<file path="src/rtl/servo_ramp_ctrl.sv">
// servo_ramp_ctrl: Avalon-MM servo pulse sequencer.
// One pulse is generated per fixed-length frame. Its width slews toward a
// software target by STEP microseconds, and changes only at frame boundaries.
// Optional feature macro: SERVO_WATCHDOG_EN. When it is defined, a missing
// kick for WDOG_FRAMES frames forces the target back to PW_NEUTRAL.
// Bus handshake: a write is accepted on any cycle with avs_write high. A read
// with avs_read high returns data on avs_readdata one cycle later. There is no
// waitrequest, and a same-cycle read returns the value from before the write.
module servo_ramp_ctrl #(
  parameter int TICK_DIV    = 50,
  parameter int FRAME_US    = 20000,
  parameter int PW_MIN      = 1000,
  parameter int PW_MAX      = 2000,
  parameter int PW_NEUTRAL  = 1500,
  parameter int WDOG_FRAMES = 25
) (
  input  logic        clk,
  input  logic        reset_n,
  input  logic [1:0]  avs_address,
  input  logic        avs_write,
  input  logic [31:0] avs_writedata,
  input  logic        avs_read,
  output logic [31:0] avs_readdata,
  output logic        pwm_out
);

  localparam int          PRESC_W   = (TICK_DIV > 1) ? $clog2(TICK_DIV) : 1;
  localparam logic [15:0] PW_MIN_W  = 16'(PW_MIN);
  localparam logic [15:0] PW_MAX_W  = 16'(PW_MAX);
  localparam logic [15:0] PW_NEU_W  = 16'(PW_NEUTRAL);
  localparam logic [15:0] FRAME_END = 16'(FRAME_US - 1);

  logic [PRESC_W-1:0] presc_q;
  logic [15:0]        frame_cnt_q;
  logic [15:0]        target_q;
  logic [15:0]        step_q;
  logic               enable_q;
  logic               en_l_q;
  logic [15:0]        cur_width_q, cur_width_d;
  logic               pwm_q;
  logic [31:0]        rdata_q, rdata_d;

  logic        tick, boundary, at_target;
  logic        wr_target, wr_step, wr_ctrl;
  logic [15:0] wdata16, target_clamped;
  logic [15:0] diff, delta;
  logic        trip, wdog_tripped;
  logic        unused_wdata;

  assign unused_wdata = ^{avs_writedata[31:16], avs_writedata[1]};

  assign tick     = (presc_q == PRESC_W'(TICK_DIV - 1));
  assign boundary = tick && (frame_cnt_q == FRAME_END);
  assign at_target = (cur_width_q == target_q);

  assign wr_target = avs_write && (avs_address == 2'd0);
  assign wr_step   = avs_write && (avs_address == 2'd1);
  assign wr_ctrl   = avs_write && (avs_address == 2'd3);

  assign wdata16 = avs_writedata[15:0];
  assign target_clamped = (wdata16 < PW_MIN_W) ? PW_MIN_W :
                          (wdata16 > PW_MAX_W) ? PW_MAX_W : wdata16;

  // Microsecond prescaler and frame counter; a frame boundary is the wrap.
  always_ff @(posedge clk or negedge reset_n) begin
    if (!reset_n) begin
      presc_q     <= '0;
      frame_cnt_q <= '0;
    end else if (tick) begin
      presc_q     <= '0;
      frame_cnt_q <= boundary ? 16'd0 : frame_cnt_q + 16'd1;
    end else begin
      presc_q <= presc_q + PRESC_W'(1);
    end
  end

  // Ramp step: move by min(STEP, distance); the distance is formed first so nothing wraps.
  always_comb begin
    if (target_q >= cur_width_q) diff = target_q - cur_width_q;
    else                         diff = cur_width_q - target_q;
    if ((step_q == 16'd0) || (step_q > diff)) delta = diff;
    else                                      delta = step_q;
    cur_width_d = cur_width_q;
    if (boundary) begin
      if (target_q >= cur_width_q) cur_width_d = cur_width_q + delta;
      else                         cur_width_d = cur_width_q - delta;
    end
  end

`ifdef SERVO_WATCHDOG_EN
  localparam int WDOG_W = $clog2(WDOG_FRAMES + 1);

  logic [WDOG_W-1:0] wdog_cnt_q;
  logic              wdog_tripped_q;
  logic              kick;

  assign kick = wr_target || (wr_ctrl && avs_writedata[1]);
  // A kick on the trip boundary wins, so the trip is suppressed.
  assign trip = boundary && !kick && !wdog_tripped_q &&
                (wdog_cnt_q == WDOG_W'(WDOG_FRAMES - 1));
  assign wdog_tripped = wdog_tripped_q;

  // Watchdog: count boundaries since the last kick, and latch the trip.
  always_ff @(posedge clk or negedge reset_n) begin
    if (!reset_n) begin
      wdog_cnt_q     <= '0;
      wdog_tripped_q <= 1'b0;
    end else if (kick) begin
      wdog_cnt_q     <= '0;
      wdog_tripped_q <= 1'b0;
    end else if (boundary && !wdog_tripped_q) begin
      wdog_cnt_q <= wdog_cnt_q + WDOG_W'(1);
      if (trip) wdog_tripped_q <= 1'b1;
    end
  end
`else
  assign trip         = 1'b0;
  assign wdog_tripped = 1'b0;
`endif

  // Register file, ramp state, and enable latched per frame.
  always_ff @(posedge clk or negedge reset_n) begin
    if (!reset_n) begin
      target_q    <= PW_NEU_W;
      step_q      <= '0;
      enable_q    <= 1'b0;
      en_l_q      <= 1'b0;
      cur_width_q <= PW_NEU_W;
    end else begin
      if (wr_target)  target_q <= target_clamped;
      else if (trip)  target_q <= PW_NEU_W;
      if (wr_step)    step_q   <= wdata16;
      if (wr_ctrl)    enable_q <= avs_writedata[0];
      if (boundary)   en_l_q   <= enable_q;
      cur_width_q <= cur_width_d;
    end
  end

  // Read mux; unused bits and the kick bit read as zero.
  always_comb begin
    rdata_d = '0;
    case (avs_address)
      2'd0: rdata_d = {16'd0, target_q};
      2'd1: rdata_d = {16'd0, step_q};
      2'd2: rdata_d = {cur_width_q, 14'd0, wdog_tripped, at_target};
      default: rdata_d = {31'd0, enable_q};
    endcase
  end

  // Registered read data and glitch-free registered pulse output.
  always_ff @(posedge clk or negedge reset_n) begin
    if (!reset_n) begin
      rdata_q <= '0;
      pwm_q   <= 1'b0;
    end else begin
      if (avs_read) rdata_q <= rdata_d;
      pwm_q <= en_l_q && (frame_cnt_q < cur_width_q);
    end
  end

  assign avs_readdata = rdata_q;
  assign pwm_out      = pwm_q;

endmodule

</file>
<file path="config.mk">
export PLATFORM = sky130hd
export DESIGN_NAME = servo_ramp_ctrl
export DESIGN_NICKNAME = d
export VERILOG_FILES = /design/src/rtl/servo_ramp_ctrl.sv
export SDC_FILE = /design/constraint.sdc
export NUM_CORES = 1
export LEC_CHECK = 0
export CORE_ASPECT_RATIO = 1.4
export CORE_MARGIN = 5
export CORE_UTILIZATION = 25
export CTS_CLUSTER_DIAMETER = 80
export DETAILED_ROUTE_END_ITERATION = 6
export PLACE_DENSITY = 0.42
export SLEW_MARGIN = 20
export SYNTH_ARGS = -nofsm -noshare
export SYNTH_HDL_FRONTEND = slang
export SYNTH_SLANG_ARGS = --single-unit
export TNS_END_PERCENT = 30
</file>
<file path="constraint.sdc">
create_clock -name clk -period 20.7 [get_ports clk]
set_input_delay 5.175 -clock clk [delete_from_list [all_inputs] [get_ports clk]]
set_output_delay 5.175 -clock clk [all_outputs]
set_load 0.05 [all_outputs]
</file>
==> results of run 1 <==
[cell usage after synthesis, drive strengths merged, types with 15 or more instances]
| cell type | n |
|---|---|
| xor2 | 20 |
| nand4 | 17 |
| nor2 | 62 |
| inv | 89 |
| o21ai | 82 |
| mux2 | 19 |
| dfrtp | 91 |
| mux2i | 28 |
| a21o | 15 |
| xnor2 | 37 |
| nor3 | 17 |
| nand3 | 16 |
| a21oi | 58 |
| ha | 82 |
| nand2 | 93 |
| o22ai | 16 |
| clkbuf | 24 |
[cells by family after synthesis]
kind of cell / Yosys count / synth area share, %
AOI/OAI and AO/OA: 236 / 18.2
xor gates and xnor gates: 57 / 6.32
adders and majority gates: 85 / 13.5
buffers and inverters: 122 / 5.93
DFF: 105 / 33.0
muxes: 48 / 6.45
and+or+nand+nor: 272 / 16.5
[stage by stage]
| step | hold WS (ps) | instances | utilization [%] | power, mW |
|---|---|---|---|---|
| 2_1_floorplan | 440 | 925 | - | 0.494 |
| 5_1_grt | 513 | 1364 | 29.3 | 0.820 |
| 3_5_place_dp | 487 | 1348 | 28.4 | 0.595 |
| 3_3_place_gp | 477 | 1348 | 28.4 | 0.593 |
| 4_1_cts | 496 | 1364 | 29.3 | 0.775 |
| 6_report | 485 | 1364 | 29.3 | 0.764 |
[layer usage]
| metal | wire, µm | GRT usage (%) |
|---|---|---|
| met2 | 13100 | 25.9 |
| met1 | 10800 | 17.2 |
| met3 | 631 | 2.23 |
| met5 | 0 | 0 |
| met4 | 706 | 4.98 |
[critical path, delay by kind of cell, from the launching register on]
kind / cells / cell delay, ps
mux: 2 / 510
compound gates: 18 / 4340
fa+ha+maj: 4 / 1420
xor+xnor: 2 / 620
simple gates: 8 / 2450
buf+inv: 3 / 470
flops: 1 / 550
[power by group through the flow]
stage / sequential (mW) / clock, mW / combinational, mW
2_1_floorplan: 0.243 / 0 / 0.250
3_5_place_dp: 0.240 / 0 / 0.355
3_3_place_gp: 0.239 / 0 / 0.354
4_1_cts: 0.236 / 0.183 / 0.356
6_report: 0.235 / 0.174 / 0.354
5_1_grt: 0.237 / 0.189 / 0.394
[state kept, by name, indices dropped and copies added, names as in the netlist]
name / cells
avs_readdata: 32
cur_width_q: 16
frame_cnt_q: 16
step_q: 16
target_q: 16
presc_q: 6
en_l_q: 1
enable_q: 1
pwm_out: 1
[cell type report]
type                    instances  area [µm²]  area share (%)
flip-flops and latches        105        2650            28.6
clock buffers                  12         267            2.88
clock inverters                 4        26.3           0.284
inverters                      89         334            3.61
multi-input cells             698        4900            52.9
well taps                     395         494            5.34
repair buffers                 61         591            6.38
[worst min-delay path by stage]
stage	cells after the start	endpoint	startpoint	slack [ps]
after floorplan	2	en_l_q$_DFFE_PN0P_	en_l_q$_DFFE_PN0P_	440
after global placement	1	presc_q[5]$_DFF_PN0_	presc_q[5]$_DFF_PN0_	480
after detailed placement	1	presc_q[5]$_DFF_PN0_	presc_q[5]$_DFF_PN0_	490
after CTS	1	presc_q[5]$_DFF_PN0_	presc_q[5]$_DFF_PN0_	500
after global routing	1	frame_cnt_q[4]$_DFFE_PN0N_	frame_cnt_q[4]$_DFFE_PN0N_	510
final	1	presc_q[5]$_DFF_PN0_	presc_q[5]$_DFF_PN0_	490
==> results by stage, run 1 <==
Final layout:
- After routing the design area is between 9000 and 10000 µm².
- Leaving out fill and tap cells, the most frequent cells in the layout are sky130_fd_sc_hd__nand2_1, sky130_fd_sc_hd__dfrtp_1, sky130_fd_sc_hd__inv_1.
- After the last flow step, the layout net total stands at 1087.
- The count of inserted antenna diode cells is 0.
- The filler cells instantiated in the layout total 3377.
- The library cell used most frequently in the layout, excluding fill and tap cells, is sky130_fd_sc_hd__nand2_1.
- The post-synthesis to final-layout area growth is 15.4%.
- The fraction of layout instances using a drive strength above 1 is just under 8%.

Setup path:
- The worst setup path is launched from a flip-flop.
- The data arrival time at the worst-slack endpoint is 10790 ps.
- For the worst setup path, the data required time is 20950 ps.
- The delay of the slowest cell on the worst path is 660 ps.
- Along the worst path, the maximum fanout reaches 21.
- The slowest stage of the critical path is the sky130_fd_sc_hd__and2_1 cell.
- Counting stages on the worst path, the most repeated cell is sky130_fd_sc_hd__ha_1.
- The startpoint identified for the worst register-to-register timing path is target_q[2]$_DFFE_PN1P_.
- The source of the critical timing path is target_q[2]$_DFFE_PN1P_.
- Following the worst setup path forward leads to its endpoint at cur_width_q[15]$_DFFE_PN0P_.
- In this run the register-to-register setup slack is 10160 ps.
- The worst setup path is captured at a flip-flop.
- The endpoint of the lowest-slack register-to-register path is cur_width_q[15]$_DFFE_PN0P_.
- The path depth of the worst reg2reg path is 37.
- By startpoint and endpoint, the worst setup path is classified as reg -> reg.

CTS:
- The root buffer cell is sky130_fd_sc_hd__clkbuf_16.
- The number of setup buffers added after CTS is 0.
- After clock tree synthesis, the repair step resized 0 gates.
- The maximum clock insertion buffer count is 2.
- The total clock sinks is ~110.
- The CTS tree is built.
- The count of hold buffers inserted by post-cts repair is 0.
- Clock-pin slew was measured on the worst setup and hold paths at ~80 ps.
- Counting the buffers created by CTS gives 9.
- The clock latency on the worst-skew pair is ~370 ps.
- The H-tree was split into 3 levels.

Global route:
- The initial antenna violation count is 0.
- The first-pass GRT wire length is 40100 µm.
- The total global routing track utilization is 14.3%.
- The total congestion overflow after global routing is 0.
- Entering global routing, the biggest net connects between 60 and 70 pins.
- The via count of the first global-routing pass is 7023.

Floorplan:
- The region available for standard cell placement spans 31600 µm².
- In this run the core area contains 77 standard-cell rows.
- The die is 222 µm tall.
- The die area is approximately 36000 µm².
- The initial core utilization is 25.4%.
- The x dimension of the die is 161 µm.
- In this run the count of I/O pins placed on the die edge is 71.

Synth:
- Ranked by total cell area, the synthesized netlist is headed by sky130_fd_sc_hd__dfrtp_1, sky130_fd_sc_hd__ha_1, sky130_fd_sc_hd__o21ai_0.
- The largest total area in the synthesized netlist belongs to sky130_fd_sc_hd__dfrtp_1.
- The proportion of synthesized chip area in sequential cells is 33.0%.
- Yosys printed 0 warnings.
- The cell count after synthesis is roughly 930.
- For this run, the leading register cell type out of synthesis is sky130_fd_sc_hd__dfrtp_1.
- The post-synthesis async set-or-reset flop share is 100%.
- Synthesis inferred 105 register bits.
- The average cell area after synthesis is 8.67 µm².
- The total nets after synthesis is 1048.
- After synthesis, the netlist uses 70 different library cells.
- Counting flops with a built-in enable in the synthesized netlist gives 0.
- After synthesis the cells add up to 8020 µm².
- After synthesis, the largest area contributor takes up 28.4% of total cell area.

Timing:
- The clock arrives with between 10 and 15 ps of skew.
- The final number of max-transition violations is 0.
- For the pin with the worst max-slew slack, the measured transition is 862 ps.
- The number of failing hold endpoints at the final stage is 0.
- The headroom to the max-slew limit is 42.5%.
- Setup repair after global routing left no endpoint under its margin.
- Setup slack on the critical path of the routed design comes to 10160 ps.
- The number of failing setup endpoints in the final timing report is 0.
- The minimum period implied by the final worst setup slack is 10540 ps.
- Timing would allow up to 94.9 MHz.
- The setup total negative slack is 0 ps.
- The final cycle utilization of the critical path is 50.9%.

Detailed routing:
- After detailed routing, the number of vias per cell comes to 4.89.
- The remaining antenna violation count is 0.
- The DRC violations left is 0.
- The overall via count from detail_route is ~6700.
- In this run, the number of DRC markers left after iteration 0 of detailed routing was 332.
- The first detailed-routing pass ran for 4 iterations.
- The sum of routed wire length over all layers is 25300 µm.
- The average routed wire per standard cell is 18.5 µm.

Power:
- The switching power as a share of total power is 41.9%.
- The proportion of power drawn by combinational gates is a little under half.
- Per report_power, the sequential group accounts for a little under a third of the total.
- The power per cell area is a little over 80 nW/µm².
- The cell internal power dissipation is 0.444 mW.
- The share of total power in the clock network is 22.8%.
- The net load switching power is 0.320 mW.
- The worst voltage drop across the vdd grid is just over 0.04 mV.
- For this design the static power due to leakage is 3.94 nW.

Placed design:
- Summing all placed instances gives a cell area of 8960 µm².
- The weighted congestion at the end of routability-driven global placement is 0.819.
- Port buffering added 54 buffers.
- Summed over all nets, the half-perimeter wirelength after detailed placement is approximately 20000 µm.
- Timing analysis after detailed placement gives a worst setup slack of 10140 ps.

Status:
- The run finished with clean final reports.

Flow run:
- The tool flagged a number of max-cap violations equal to 0.

Hold path:
- The path class of the tightest hold or removal check is reg -> reg.
No activity file was read; power rests on OpenSTA's default activity.
==> inputs of run 2 (changes only) <==
==> constraint.sdc (replaced) <==
create_clock -name clk -period 10.6 [get_ports clk]
set_input_delay 2.65 -clock clk [delete_from_list [all_inputs] [get_ports clk]]
set_output_delay 2.65 -clock clk [all_outputs]
set_load 0.05 [all_outputs]
==> run 2 against run 1 <==
Compared with the run above:
- via count down 1.4%
- clock power up 110%
- global-route usage about the same
- sequential share of layout area down 0.14 points
- final cell count up 0.29%
- clock-buffer cell count up 2
==> results by stage, run 2 (synthesized netlist as in run 1, its figures left out) <==
CTS:
- The H-tree depth is 3.
- The maximum clock insertion buffer count is 2.
- Clock-pin slew was measured on the worst setup and hold paths at around 70 ps.
- The CTS tree is built.
- The clock drives 105 sinks.
- The root buffer cell is sky130_fd_sc_hd__clkbuf_16.
- Once the clock tree was built, the setup fixing pass inserted 0 buffers.
- Hold repair after CTS inserted 0 buffers.
- Gates resized during post-CTS repair numbered 0.
- The TritonCTS buffer count is 9.
- For the worst-skew pair, the clock arrives at the later sink with an insertion delay of between 300 and 400 ps.

Timing:
- Once routing completed, OpenROAD measured the worst setup slack at 942 ps.
- At the pin with the least slew margin, the transition time is 819 ps.
- Measured against its own limit, the worst slew margin works out to between 40% and 50%.
- For the final routed database, the setup TNS stands at 0 ps.
- Dividing the final minimum period by the clock period gives 91.1%.
- Derived from the worst setup path, the maximum achievable clock frequency is 104 MHz.
- The number of failing setup endpoints in the final timing report is 0.
- Across the routed clock network, the largest skew measured is 12.4 ps.
- The number of failing hold endpoints at the final stage came to 0.
- Setup repair after global routing left no endpoint under its margin.
- The hold slack is 497 ps.
- The final number of max-transition violations is 0.
- The routed design could run at a clock period as short as 9660 ps.

Global route:
- For this run, global-route usage on met2 was measured as 26.4%.
- Global routing used between 10% and 20% of the available tracks across all layers.
- The first-pass GRT wire length is roughly 40000 µm.
- The most heavily used metal layer in global routing is met2.
- The largest net degree at the start of global routing is 57.
- The initial antenna violation count came to 0.
- The met1 track demand over resource is 17.1%.
- The global-route track usage on met3 is under 10%.
- The via count of the first global-routing pass is 6944.
- The total congestion overflow after global routing is 0.

Floorplan:
- The core region is 31600 µm².
- In this run the count of I/O pins placed on the die edge is between 70 and 80.
- The number of core rows is 77.
- From left edge to right edge, the die measures between 150 and 200 µm.
- The initial core utilization is 25.4%.
- The height of the chip is 222 µm.
- The die area is about 36000 µm².

Final layout:
- The top cell types in the final layout, fill and taps aside, are sky130_fd_sc_hd__nand2_1, sky130_fd_sc_hd__dfrtp_1, sky130_fd_sc_hd__inv_1.
- The fraction of layout instances using a drive strength above 1 is 7.91%.
- Leaving out fill and tap cells, the most frequent cell in the layout is sky130_fd_sc_hd__nand2_1.
- The count of nets after finishing is 1091.
- The register with the most flip-flops in the layout has 32 of them.
- Compared with the post-synthesis result, the final layout area differs by 16.0%.
- The number of antenna diodes in the final layout is 0.
- The filler cell count in the final layout is around 3400.

Detailed routing:
- In the routed design, unresolved DRC markers number 0.
- Dividing the detail-routed wire length by the instance count gives 18.5 µm.
- The DRC violation total after the first TritonRoute iteration is 324.
- For this block, the routed nets add up to 25300 µm of wire.
- The number of vias per cell is 4.81.
- For this run, the detailed router's first-pass iteration total came to 4.
- The remaining antenna violation count is 0.
- The overall via count from detail_route is approximately 6600.

Setup path:
- Along the worst path, the maximum fanout reaches 19.
- The worst path required time is 10840 ps.
- The worst setup path is of the reg -> reg kind.
- The library cell appearing most often on the critical path is sky130_fd_sc_hd__ha_1.
- The slowest stage of the critical path is the sky130_fd_sc_hd__dfstp_2 cell.
- The delay of the slowest cell on the worst path is 550 ps.
- Counting both buffers and inverters, the worst setup path holds a total of 5.
- The nature of the critical path startpoint is a flip-flop.
- The data arrival time at the worst-slack endpoint is approximately 9900 ps.
- In this design, the largest share of critical-path delay is due to compound AO/OA/AOI/OAI gates.
- The type of element capturing the critical path is a flip-flop.

Hold path:
- The type of the worst min-delay path is reg -> reg.

Flow run:
- The max-cap check violation count is 0.

Status:
- The flow ran to the end, and the final reports show no timing, DRC or antenna violations.

Placed design:
- At the placement stage, the worst setup path has a slack of slightly above 900 ps.
- The weighted congestion at the end of routability-driven global placement is 0.802.
- During placement, the flow inserted port buffers numbering 54.
- The post-DP HPWL is 20300 µm.

Power:
- The worst voltage drop across the vdd grid is around 0.077 mV.
- The power per cell area is 164 nW/µm².
- Power comes to 1.52 mW.
- In this run the static leakage power is 3.97 nW.
==> run 2: routing by layer <==
| layer | vias up | wire length [µm] |
|---|---|---|
| met5 | - | 0 |
| li1 | 3329 | - |
| met1 | 3144 | 10900 |
| met3 | 20 | 571 |
| met4 | 0 | 591 |
| met2 | 86 | 13300 |
==> run 2: area by class of cell <==
type                    instances  area [µm²]  share of cell area (%)
multi-input cells             698        4900                    52.7
flip-flops and latches        105        2650                    28.4
repair buffers                 65         621                    6.67
well taps                     395         494                    5.31
inverters                      89         334                    3.59
clock buffers                  14         274                    2.95
clock inverters                 2        35.0                   0.377
==> run 2: worst register-to-register path, delay by kind of cell (launching register included) <==
family | cells | cell delay (ps)
AO/OA/AOI/OAI | 18 | 4120
XOR/XNOR | 2 | 300
adder cells (fa/ha/maj) | 4 | 1400
buffers and inverters | 5 | 770
flip-flops | 1 | 550
multiplexers | 2 | 530
AND/OR/NAND/NOR | 8 | 1870
==> run 2: worst paths after layout <==
check / start / to / slack, ps / cells past startpoint
max: target_q[2]$_DFFE_PN1P_ / cur_width_q[15]$_DFFE_PN0P_ / 940 / 39
min: frame_cnt_q[4]$_DFFE_PN0N_ / frame_cnt_q[4]$_DFFE_PN0N_ / 500 / 1
max reg2reg: target_q[2]$_DFFE_PN1P_ / cur_width_q[15]$_DFFE_PN0P_ / 940 / 39
min reg2reg: frame_cnt_q[4]$_DFFE_PN0N_ / frame_cnt_q[4]$_DFFE_PN0N_ / 500 / 1
max in group asynchronous: reset_n / avs_readdata[31]$_DFFE_PN0P_ / 7000 / 2
min in group asynchronous: reset_n / avs_readdata[19]$_DFFE_PN0P_ / 2330 / 1
==> run 2: power by group <==
part | internal (mW) | switching (mW)
Sequential | 0.424 | 0.0347
Clock | 0.203 | 0.155
Combinational | 0.275 | 0.433
==> run 2: stage by stage <==
| stage | utilization (%) | cell area, µm² | cells |
|---|---|---|---|
| 3_5_place_dp | 28.4 | 8990 | 1352 |
| 3_3_place_gp | 28.4 | 8990 | 1352 |
| 2_1_floorplan | - | 8020 | 925 |
| 4_1_cts | 29.4 | 9300 | 1368 |
| 5_1_grt | 29.4 | 9300 | 1368 |
| 6_report | 29.4 | 9300 | 1368 |
==> inputs of run 3 (changes only) <==
==> constraint.sdc (replaced) <==
create_clock -name clk -period 10.6 [get_ports clk]
set_input_delay 1.06 -clock clk [delete_from_list [all_inputs] [get_ports clk]]
set_output_delay 1.06 -clock clk [all_outputs]
set_load 0.05 [all_outputs]
==> run 3 against run 2 <==
Compared with the run above:
- fmax grew 0.23%
- routed wire length grew 0.68%
- flip-flop and latch count is the same
- power shrank 1.9%
- hold slack lost 10 ps
- die area is the same
- non-clock buffer count is the same
- clock-buffer cell count shrank 4
- sequential power is essentially flat
- cell area shrank 0.38%
- critical path type unchanged
- highest routed layer unchanged
==> results by stage, run 3 (synthesized netlist as in run 1, its figures left out) <==
Global route:
- The first global-routing pass estimated between 40000 and 50000 µm of wire.
- The initial antenna violation count is 0.
- The total congestion overflow after global routing is 0.
- The via count of the first global-routing pass is 7007.
- The largest net degree at the start of global routing is 55.
- Global routing consumed, over all layers together, 14.5% of the routing resources.

Detailed routing:
- The overall via count from detail_route is 6682.
- Using the TritonRoute via totals, the vias-per-cell ratio works out to approximately 5.
- The number of detailed-routing iterations run before antenna repair is 4.
- The average routed wire per standard cell is 18.6 µm.
- After the first detailed-routing iteration, the DRC count stood at 287.
- The detail route stage leaves a number of antenna-violating nets equal to 0.
- The DRC violations left is 0.
- The sum of routed wire length over all layers is about 25000 µm.

CTS:
- The clock reaches the later pin of the worst-skew pair after 380 ps.
- The number of buffers inserted by post-CTS setup repair is 0.
- Hold repair after CTS inserted 0 buffers.
- The TritonCTS buffer count is 9.
- The total clock sinks is 105.
- No sink is reached through more buffers than the 2 on the longest clock path.
- The number of instances resized during post-cts repair is 0.
- TritonCTS built the clock tree.
- The register clock-pin slew on the reported worst setup and hold paths is 90 ps.
- CTS placed an instance of sky130_fd_sc_hd__clkbuf_16 at the clock tree root.
- The H-tree was split into 3 levels.

Timing:
- For the finished layout, the period the worst path requires is 9640 ps.
- The setup total negative slack is 0 ps.
- For the pin with the worst max-slew slack, the measured transition is 862 ps.
- The final number of max-transition violations was 0.
- The number of failing hold endpoints at the final stage is 0.
- Measured against its own limit, the worst slew margin works out to a little over two fifths.
- The number of failing setup endpoints in the final timing report is 0.
- The final worst clock skew is between 15 and 20 ps.
- Setup repair after global routing left no endpoint under its margin.
- The timing-limited maximum frequency is 104 MHz.
- The post-layout worst setup margin is 964 ps.
- In the finished design, the share of the clock period the worst path needs comes to 90.9%.

Setup path:
- The library cell appearing most often on the critical path is sky130_fd_sc_hd__ha_1.
- For this run, the slowest stage of the critical path takes 560 ps.
- STA classifies the critical path endpoint as a flip-flop.
- The data arrival time at the worst-slack endpoint is 9910 ps.
- The type of the worst setup path is reg -> reg.
- The slowest library cell on the worst path is sky130_fd_sc_hd__dfstp_2.
- The worst path required time is 10870 ps.
- The highest net fanout along the worst path is 19.
- The worst setup path is launched from a flip-flop.

Placed design:
- The number of buffers inserted by port buffering is 54.
- The weighted congestion at the end of routability-driven global placement is 0.828.
- The HPWL after detailed placement is 20300 µm.
- The worst setup slack after placement is 938 ps.

Power:
- The worst voltage drop across the vdd grid is between 0.07 and 0.08 mV.
- The standby leakage power is 3.94 nW.
- In this run the power density over the cells is 161 nW/µm².

Floorplan:
- The initial core utilization is 25.4%.
- The x dimension of the die is roughly 160 µm.
- After floorplanning, the core was sized to cover 31600 µm².
- The number of placed I/O pins is 71.
- The die area is 35800 µm².
- The floorplan has between 70 and 80 rows.
- The height of the chip is 222 µm.

Final layout:
- The flip-flop count of the largest register, all copies and words added is 32.
- The count of nets after finishing is 1091.
- The repair_antennas step left the layout with diodes totalling 0.
- The library cell used most frequently in the layout, excluding fill and tap cells, is sky130_fd_sc_hd__nand2_1.
- Relative to the synthesized area, the layout overhead comes to 15.6%.
- The fraction of layout instances using a drive strength above 1 is 8.02%.
- Leaving out fill and tap cells, the most frequent cells in the layout are sky130_fd_sc_hd__nand2_1, sky130_fd_sc_hd__dfrtp_1, sky130_fd_sc_hd__inv_1.

Hold path:
- The type of the worst min-delay path is reg -> reg.

Flow run:
- The max-cap check violation count is 0.

Status:
- The run finished with clean final reports.
## run 3: report_power, final
group	switching (mW)	internal [mW]
logic	0.431	0.276
clock network	0.170	0.160
registers	0.0353	0.424
total	0.635	0.860
## run 3: cell type report
cell class / instances / area [µm²]
Fill cell: 3397 / 22300
Multi-Input combinational cell: 698 / 4900
Sequential cell: 105 / 2650
Timing Repair Buffer: 65 / 621
Tap cell: 395 / 494
Inverter: 89 / 334
Clock buffer: 10 / 229
Clock inverter: 6 / 45.0
## run 3: path summary, 6_finish.rpt
path | slack, ps | from | cells after the start | end
worst max-delay path | 960 | target_q[2]$_DFFE_PN1P_ | 38 | cur_width_q[15]$_DFFE_PN0P_
worst min-delay path | 490 | presc_q[5]$_DFF_PN0_ | 1 | presc_q[5]$_DFF_PN0_
worst max register to register | 960 | target_q[2]$_DFFE_PN1P_ | 38 | cur_width_q[15]$_DFFE_PN0P_
worst min register to register | 490 | presc_q[5]$_DFF_PN0_ | 1 | presc_q[5]$_DFF_PN0_
max in group asynchronous | 8620 | reset_n | 2 | avs_readdata[13]$_DFFE_PN0P_
min in group asynchronous | 760 | reset_n | 1 | presc_q[4]$_DFF_PN0_
## run 3: critical path, delay by kind of cell, from the launching register on
kind                       cells  cell delay [ps]
AOI/OAI and AO/OA             18             4080
xor gates and xnor gates       2              290
adders and majority gates      4             1370
buffers and inverters          4              640
DFF                            1              560
muxes                          2              520
and+or+nand+nor                8             2040
## run 3: per-stage QoR
step / power, mW / util, % / hold WS (ps) / std cells / area (µm²)
after floorplan: 0.964 / - / 440 / 925 / 8020
after detailed placement: 1.18 / 28.4 / 482 / 1352 / 8990
after global placement: 1.17 / 28.4 / 479 / 1352 / 8990
final: 1.50 / 29.3 / 487 / 1368 / 9260
after global routing: 1.62 / 29.3 / 528 / 1368 / 9260
after CTS: 1.52 / 29.3 / 489 / 1368 / 9260
## run 3: metal layers
layer | GRT usage, % | share of wire, % | vias up
met2 | 26.7 | 53 | 64
met5 | 0 | 0 | -
met4 | 4.16 | 1.5 | 0
met1 | 17.6 | 43 | 3270
met3 | 1.80 | 2.1 | 19
li1 | - | - | 3329
==> RTL change 1 (flow settings as in run 1) <==
The parameter `TICK_DIV` goes from 50 to 25.
--- a/src/rtl/servo_ramp_ctrl.sv
+++ b/src/rtl/servo_ramp_ctrl.sv
@@ -8,5 +8,5 @@
 // waitrequest, and a same-cycle read returns the value from before the write.
 module servo_ramp_ctrl #(
-  parameter int TICK_DIV    = 50,
+  parameter int TICK_DIV    = 25,
   parameter int FRAME_US    = 20000,
   parameter int PW_MIN      = 1000,
Check against the original RTL: no difference found for any inputs over 10 cycles, from zero or initial values and one cycle with reset_n low; that may be too few to reach the edited logic, so the function may still have changed.
==> RTL change 1 against run 1 <==
Core utilization rose by 0.057 points; total power up 2.5%; wire length fell by 4.2%; sequential cell count shrank 1; setup slack improved by 0.36 ns; final area up 0.50%; synthesized cell count is 0.22% lower; synthesized area grew 0.37%; critical path type unchanged; highest routed layer unchanged.
==> RTL change 1: results (changes against run 1) <==
Netlist cell types 70 (unchanged); drt initial violations 281 (was 332); Placer Congestion 0.8916 (was 0.8191); Worst setup endpoint cur_width_q[15] (unchanged); R2R setup slack 10.52 ns (was 10.16 ns); Inst Count DP 1,340 (was 1,348); # fillers 3,320 (was 3,377); Syn Area/Cell 8.718 um^2 (was 8.666 um^2); P_int 0.0004731 W (was 0.0004437 W); M3 GR Usage 0.01854 (was 0.02232); Worst Skew 0.01200 ns (was 0.01238 ns); clock share of power 0.263 (was 0.228); grt met2 use 0.2495 (was 0.2590); DR top layer met4 (unchanged); outcome finished, final reports clean (unchanged); CP top delay family compound AO/OA/AOI/OAI gates (unchanged); Layout Cells excl Fill 1,356 (was 1,364); met2 WL 12,350 um (was 13,120 um); first-pass GRT wire length 38,210 um (was 40,120 um); Post-DP HPWL 19,190 um (was 20,250 um); DR vias/cell 4.778 (was 4.892); Seq/Total Area, Yosys 0.3256 (was 0.3300); Leak 4.074 nW (was 3.940 nW); Crit Path Max Fanout 45 (was 21); reg-to-reg startpoint target_q[7] (was target_q[2]); Adder-Cell Fraction of Synth Area 0.1350 (was 0.1355); n_diodes 0 (unchanged); Yosys warnings 0 (unchanged); Final #Nets 1,079 (was 1,087); Placed Area 8952 um^2 (was 8960 um^2); post_cts resized 0 (unchanged); Largest register FFs 32 (unchanged); commonest cells in the netlist nand2_1, dfrtp_1, inv_1, ha_1, o21ai_0 (unchanged); multiplexer share of the synthesized area 0.06811 (was 0.06446); WL met3 657 um (was 631 um); Syn Nets 1,046 (was 1,048); met1 Use GR 0.1583 (was 0.1717); Synth Area in XOR/XNOR 0.06640 (was 0.06321); WL/cell 17.85 um (was 18.52 um); peak supply drop 47.54 uV (was 41.21 uV); Reg2Reg Depth 39 (was 37); vias in the first global route 6,696 (was 7,023); compound-gate portion of the synthesized area 0.1860 (was 0.1821); critical path class register to register (unchanged); met1 wire length 10,480 um (was 10,800 um); layout cell share with drive strength beyond 1 0.07492 (was 0.07740); Slew headroom 0.3356 (was 0.4255); Async SR Flop Fraction 1.000 (unchanged); largest net degree at the start of global routing 59 (was 62); seq pwr 0.000232 W; CP max stage delay 0.58 ns (was 0.66 ns); Area contributors post-synth dfrtp_1, ha_1, o21ai_0, dfstp_2, nand2_1 (unchanged); GRT Total Usage 0.1367 (was 0.1435); combinational power share 0.440 (was 0.464); Data arrival, critical path 10.47 ns (was 10.79 ns); Slowest cell on crit path dfstp_2 (was and2_1)
[RTL change 1: area by class of cell]
class / count / area (um^2) / share of cell area
clock buffer: 11 / 242.7 / 0.02610
multi-input combinational: 692 / 4925 / 0.5296
clock inverter: 5 / 103.9 / 0.01117
timing repair buffer: 59 / 575.6 / 0.06189
tap: 395 / 494.2 / 0.05315
inverter: 90 / 337.8 / 0.03633
sequential: 104 / 2620 / 0.2818
[RTL change 1: worst min-delay path by stage]
| stage | slack (ns) | startpoint | cells past startpoint | end |
|---|---|---|---|---|
| floorplan | 0.43 | en_l_q | 2 | en_l_q |
| global placement | 0.47 | en_l_q | 2 | en_l_q |
| detailed placement | 0.46 | en_l_q | 2 | en_l_q |
| CTS | 0.49 | en_l_q | 2 | en_l_q |
| global route | 0.52 | presc_q[0] | 1 | presc_q[0] |
| finish | 0.48 | en_l_q | 2 | en_l_q |
[RTL change 1: worst min-delay path, stage by stage (launching register included)]
cell     delay, ns
dfrtp_1       0.36
nand2_1       0.05
nand2_1       0.05
==> RTL change 2 (flow settings as in run 1) <==
Without the edit above. Add an input register stage for `avs_address`, `avs_write` and `avs_read`, with the module's reset; this delays them by one clock. The other inputs are not delayed to match. Comments in the files are not updated.
--- a/src/rtl/servo_ramp_ctrl.sv
+++ b/src/rtl/servo_ramp_ctrl.sv
@@ -31,4 +31,20 @@
   localparam logic [15:0] FRAME_END = 16'(FRAME_US - 1);
 
+  logic [1:0] avs_address_q;
+  logic avs_write_q;
+  logic avs_read_q;
+
+  always_ff @(posedge clk or negedge reset_n) begin
+    if (!reset_n) begin
+      avs_address_q <= '0;
+      avs_write_q   <= '0;
+      avs_read_q    <= '0;
+    end else begin
+      avs_address_q <= avs_address;
+      avs_write_q   <= avs_write;
+      avs_read_q    <= avs_read;
+    end
+  end
+
   logic [PRESC_W-1:0] presc_q;
   logic [15:0]        frame_cnt_q;
@@ -54,7 +70,7 @@
   assign at_target = (cur_width_q == target_q);
 
-  assign wr_target = avs_write && (avs_address == 2'd0);
-  assign wr_step   = avs_write && (avs_address == 2'd1);
-  assign wr_ctrl   = avs_write && (avs_address == 2'd3);
+  assign wr_target = avs_write_q && (avs_address_q == 2'd0);
+  assign wr_step   = avs_write_q && (avs_address_q == 2'd1);
+  assign wr_ctrl   = avs_write_q && (avs_address_q == 2'd3);
 
   assign wdata16 = avs_writedata[15:0];
@@ -140,5 +156,5 @@
   always_comb begin
     rdata_d = '0;
-    case (avs_address)
+    case (avs_address_q)
       2'd0: rdata_d = {16'd0, target_q};
       2'd1: rdata_d = {16'd0, step_q};
@@ -154,5 +170,5 @@
       pwm_q   <= 1'b0;
     end else begin
-      if (avs_read) rdata_q <= rdata_d;
+      if (avs_read_q) rdata_q <= rdata_d;
       pwm_q <= en_l_q && (frame_cnt_q < cur_width_q);
     end
Function: changed (Yosys sat finds a counterexample within 4 cycles, from zero or initial values and one cycle with reset_n low).
==> RTL change 2 against run 1 <==
Sequential cell count is 4 higher; setup slack better by 0.41 ns; wire length is 5.0% lower; core utilization is 0.14 points higher; synthesized area is 2.6% higher; highest routed layer unchanged; final area is 3.3% higher; largest cell class unchanged; clock skew is 0.0029 ns higher; largest power group unchanged; total power is 2.1% lower.
==> RTL change 2: results (changes against run 1) <==
Netlist cell types 71 (was 70); worst skew pair latency 0.39 ns (was 0.37 ns); Seq/Total Area, Yosys 0.3338 (was 0.3300); Routed WL 23,990 um (was 25,260 um); commonest cells in the netlist dfrtp_1, inv_1, ha_1, nand2_1, o21ai_0 (was nand2_1, dfrtp_1, inv_1, ha_1, o21ai_0); # fillers 3,434 (was 3,377); post_cts resized 0 (unchanged); Crit Path Max Fanout 40 (was 21); outcome finished, final reports clean (unchanged); Data arrival, critical path 10.39 ns (was 10.79 ns); switching fraction of total power 0.3669 (was 0.4193); Slowest cell on crit path nand2_1 (was and2_1); Slew headroom 0.3067 (was 0.4255); CP max stage delay 0.61 ns (was 0.66 ns); Tightest Hold Check Type register to register (unchanged); Post-DP HPWL 19,210 um (was 20,250 um); GRT Total Usage 0.1344 (was 0.1435); drt initial violations 325 (was 332); vias in the first global route 6,876 (was 7,023); first-pass GRT wire length 38,160 um (was 40,120 um); layout cell share with drive strength beyond 1 0.07780 (was 0.07740); Leak 4.122 nW (was 3.940 nW); Yosys warnings 0 (unchanged); DR pass1 iterations 5 (was 4); Area contributors post-synth dfrtp_1, ha_1, dfstp_2, inv_1, xnor2_1 (was dfrtp_1, ha_1, o21ai_0, dfstp_2, nand2_1); antenna violations before repair 0 (unchanged); Root Buffer Master clkbuf_16 (unchanged); largest net degree at the start of global routing 59 (was 62); Syn Nets 1,049 (was 1,048); Placer Congestion 0.8719 (was 0.8191); PortBufs 54 (unchanged); Worst Skew 0.01533 ns (was 0.01238 ns); peak supply drop 44.50 uV (was 41.21 uV); H-tree Lvls 3 (unchanged); via total after detailed routing 6,558 (was 6,673); Final #Nets 1,082 (was 1,087)
==> RTL change 2: cell type report <==
class | instances | share of cell area
tap | 440 | 0.05758
clock buffer | 10 | 0.02395
timing repair buffer | 58 | 0.05942
sequential | 109 | 0.2871
clock inverter | 6 | 0.01400
multi-input combinational | 689 | 0.5218
inverter | 92 | 0.03612
==> RTL change 2: critical path: cells and delay by family (launching register included) <==
kind	cells	cell delay [ns]
DFF	1	0.51
and+or+nand+nor	6	1.24
AOI/OAI and AO/OA	22	5.24
xor gates and xnor gates	2	0.40
adders and majority gates	4	1.41
muxes	1	0.43
buffers and inverters	4	0.75
==> RTL change 2: logic make-up (layout without fill, tap and decap cells) <==
group / Yosys count / count (layout) / share of synthesized area
simple gates: 248 / 248 / 0.1494
compound gates: 238 / 238 / 0.1808
buf+inv: 128 / 166 / 0.06178
flops: 109 / 109 / 0.3338
fa+ha+maj: 86 / 86 / 0.1334
xor+xnor: 62 / 62 / 0.06604
mux: 55 / 55 / 0.07471
==> RTL change 2: metal layers <==
layer,up-vias,GRT usage,part of all wire
met5,-,0,0
met4,0,0.04440,0.018
met3,18,0.01815,0.024
met2,71,0.2542,0.53
met1,3163,0.1541,0.43
li1,3306,-,-
==> RTL change 2: through the flow <==
step,cell area (um^2),worst slack [ns],utilization,cells,total power [W]
after floorplan,8223,12.46,-,926,0.0004605
after global placement,9198,10.43,0.2830,1388,0.0005347
after detailed placement,9198,10.54,0.2830,1388,0.0005367
after CTS,9560,10.49,0.2942,1404,0.0007595
after global routing,9560,9.788,0.2942,1404,0.0007968
final,9560,10.57,0.2942,1404,0.0007481
==> RTL change 2: worst paths after layout <==
path                                  from                to  slack (ns)  depth (start not counted)
max                         cur_width_q[1]   cur_width_q[15]       10.57                         39
min                        avs_readdata[0]   avs_readdata[0]        0.51                          1
max reg2reg                 cur_width_q[1]   cur_width_q[15]       10.57                         39
min reg2reg                avs_readdata[0]   avs_readdata[0]        0.51                          1
max in group asynchronous          reset_n  avs_readdata[20]       14.62                          2
min in group asynchronous          reset_n        step_q[11]        4.82                          1
==> RTL change 2: power groups by stage <==
stage,registers [W],logic [W],clock network (W)
2_1_floorplan,0.000252,0.000209,0
3_3_place_gp,0.000246,0.000288,0
3_5_place_dp,0.000246,0.000290,0
4_1_cts,0.000242,0.000292,0.000226
5_1_grt,0.000244,0.000322,0.000230
6_report,0.000242,0.000290,0.000217
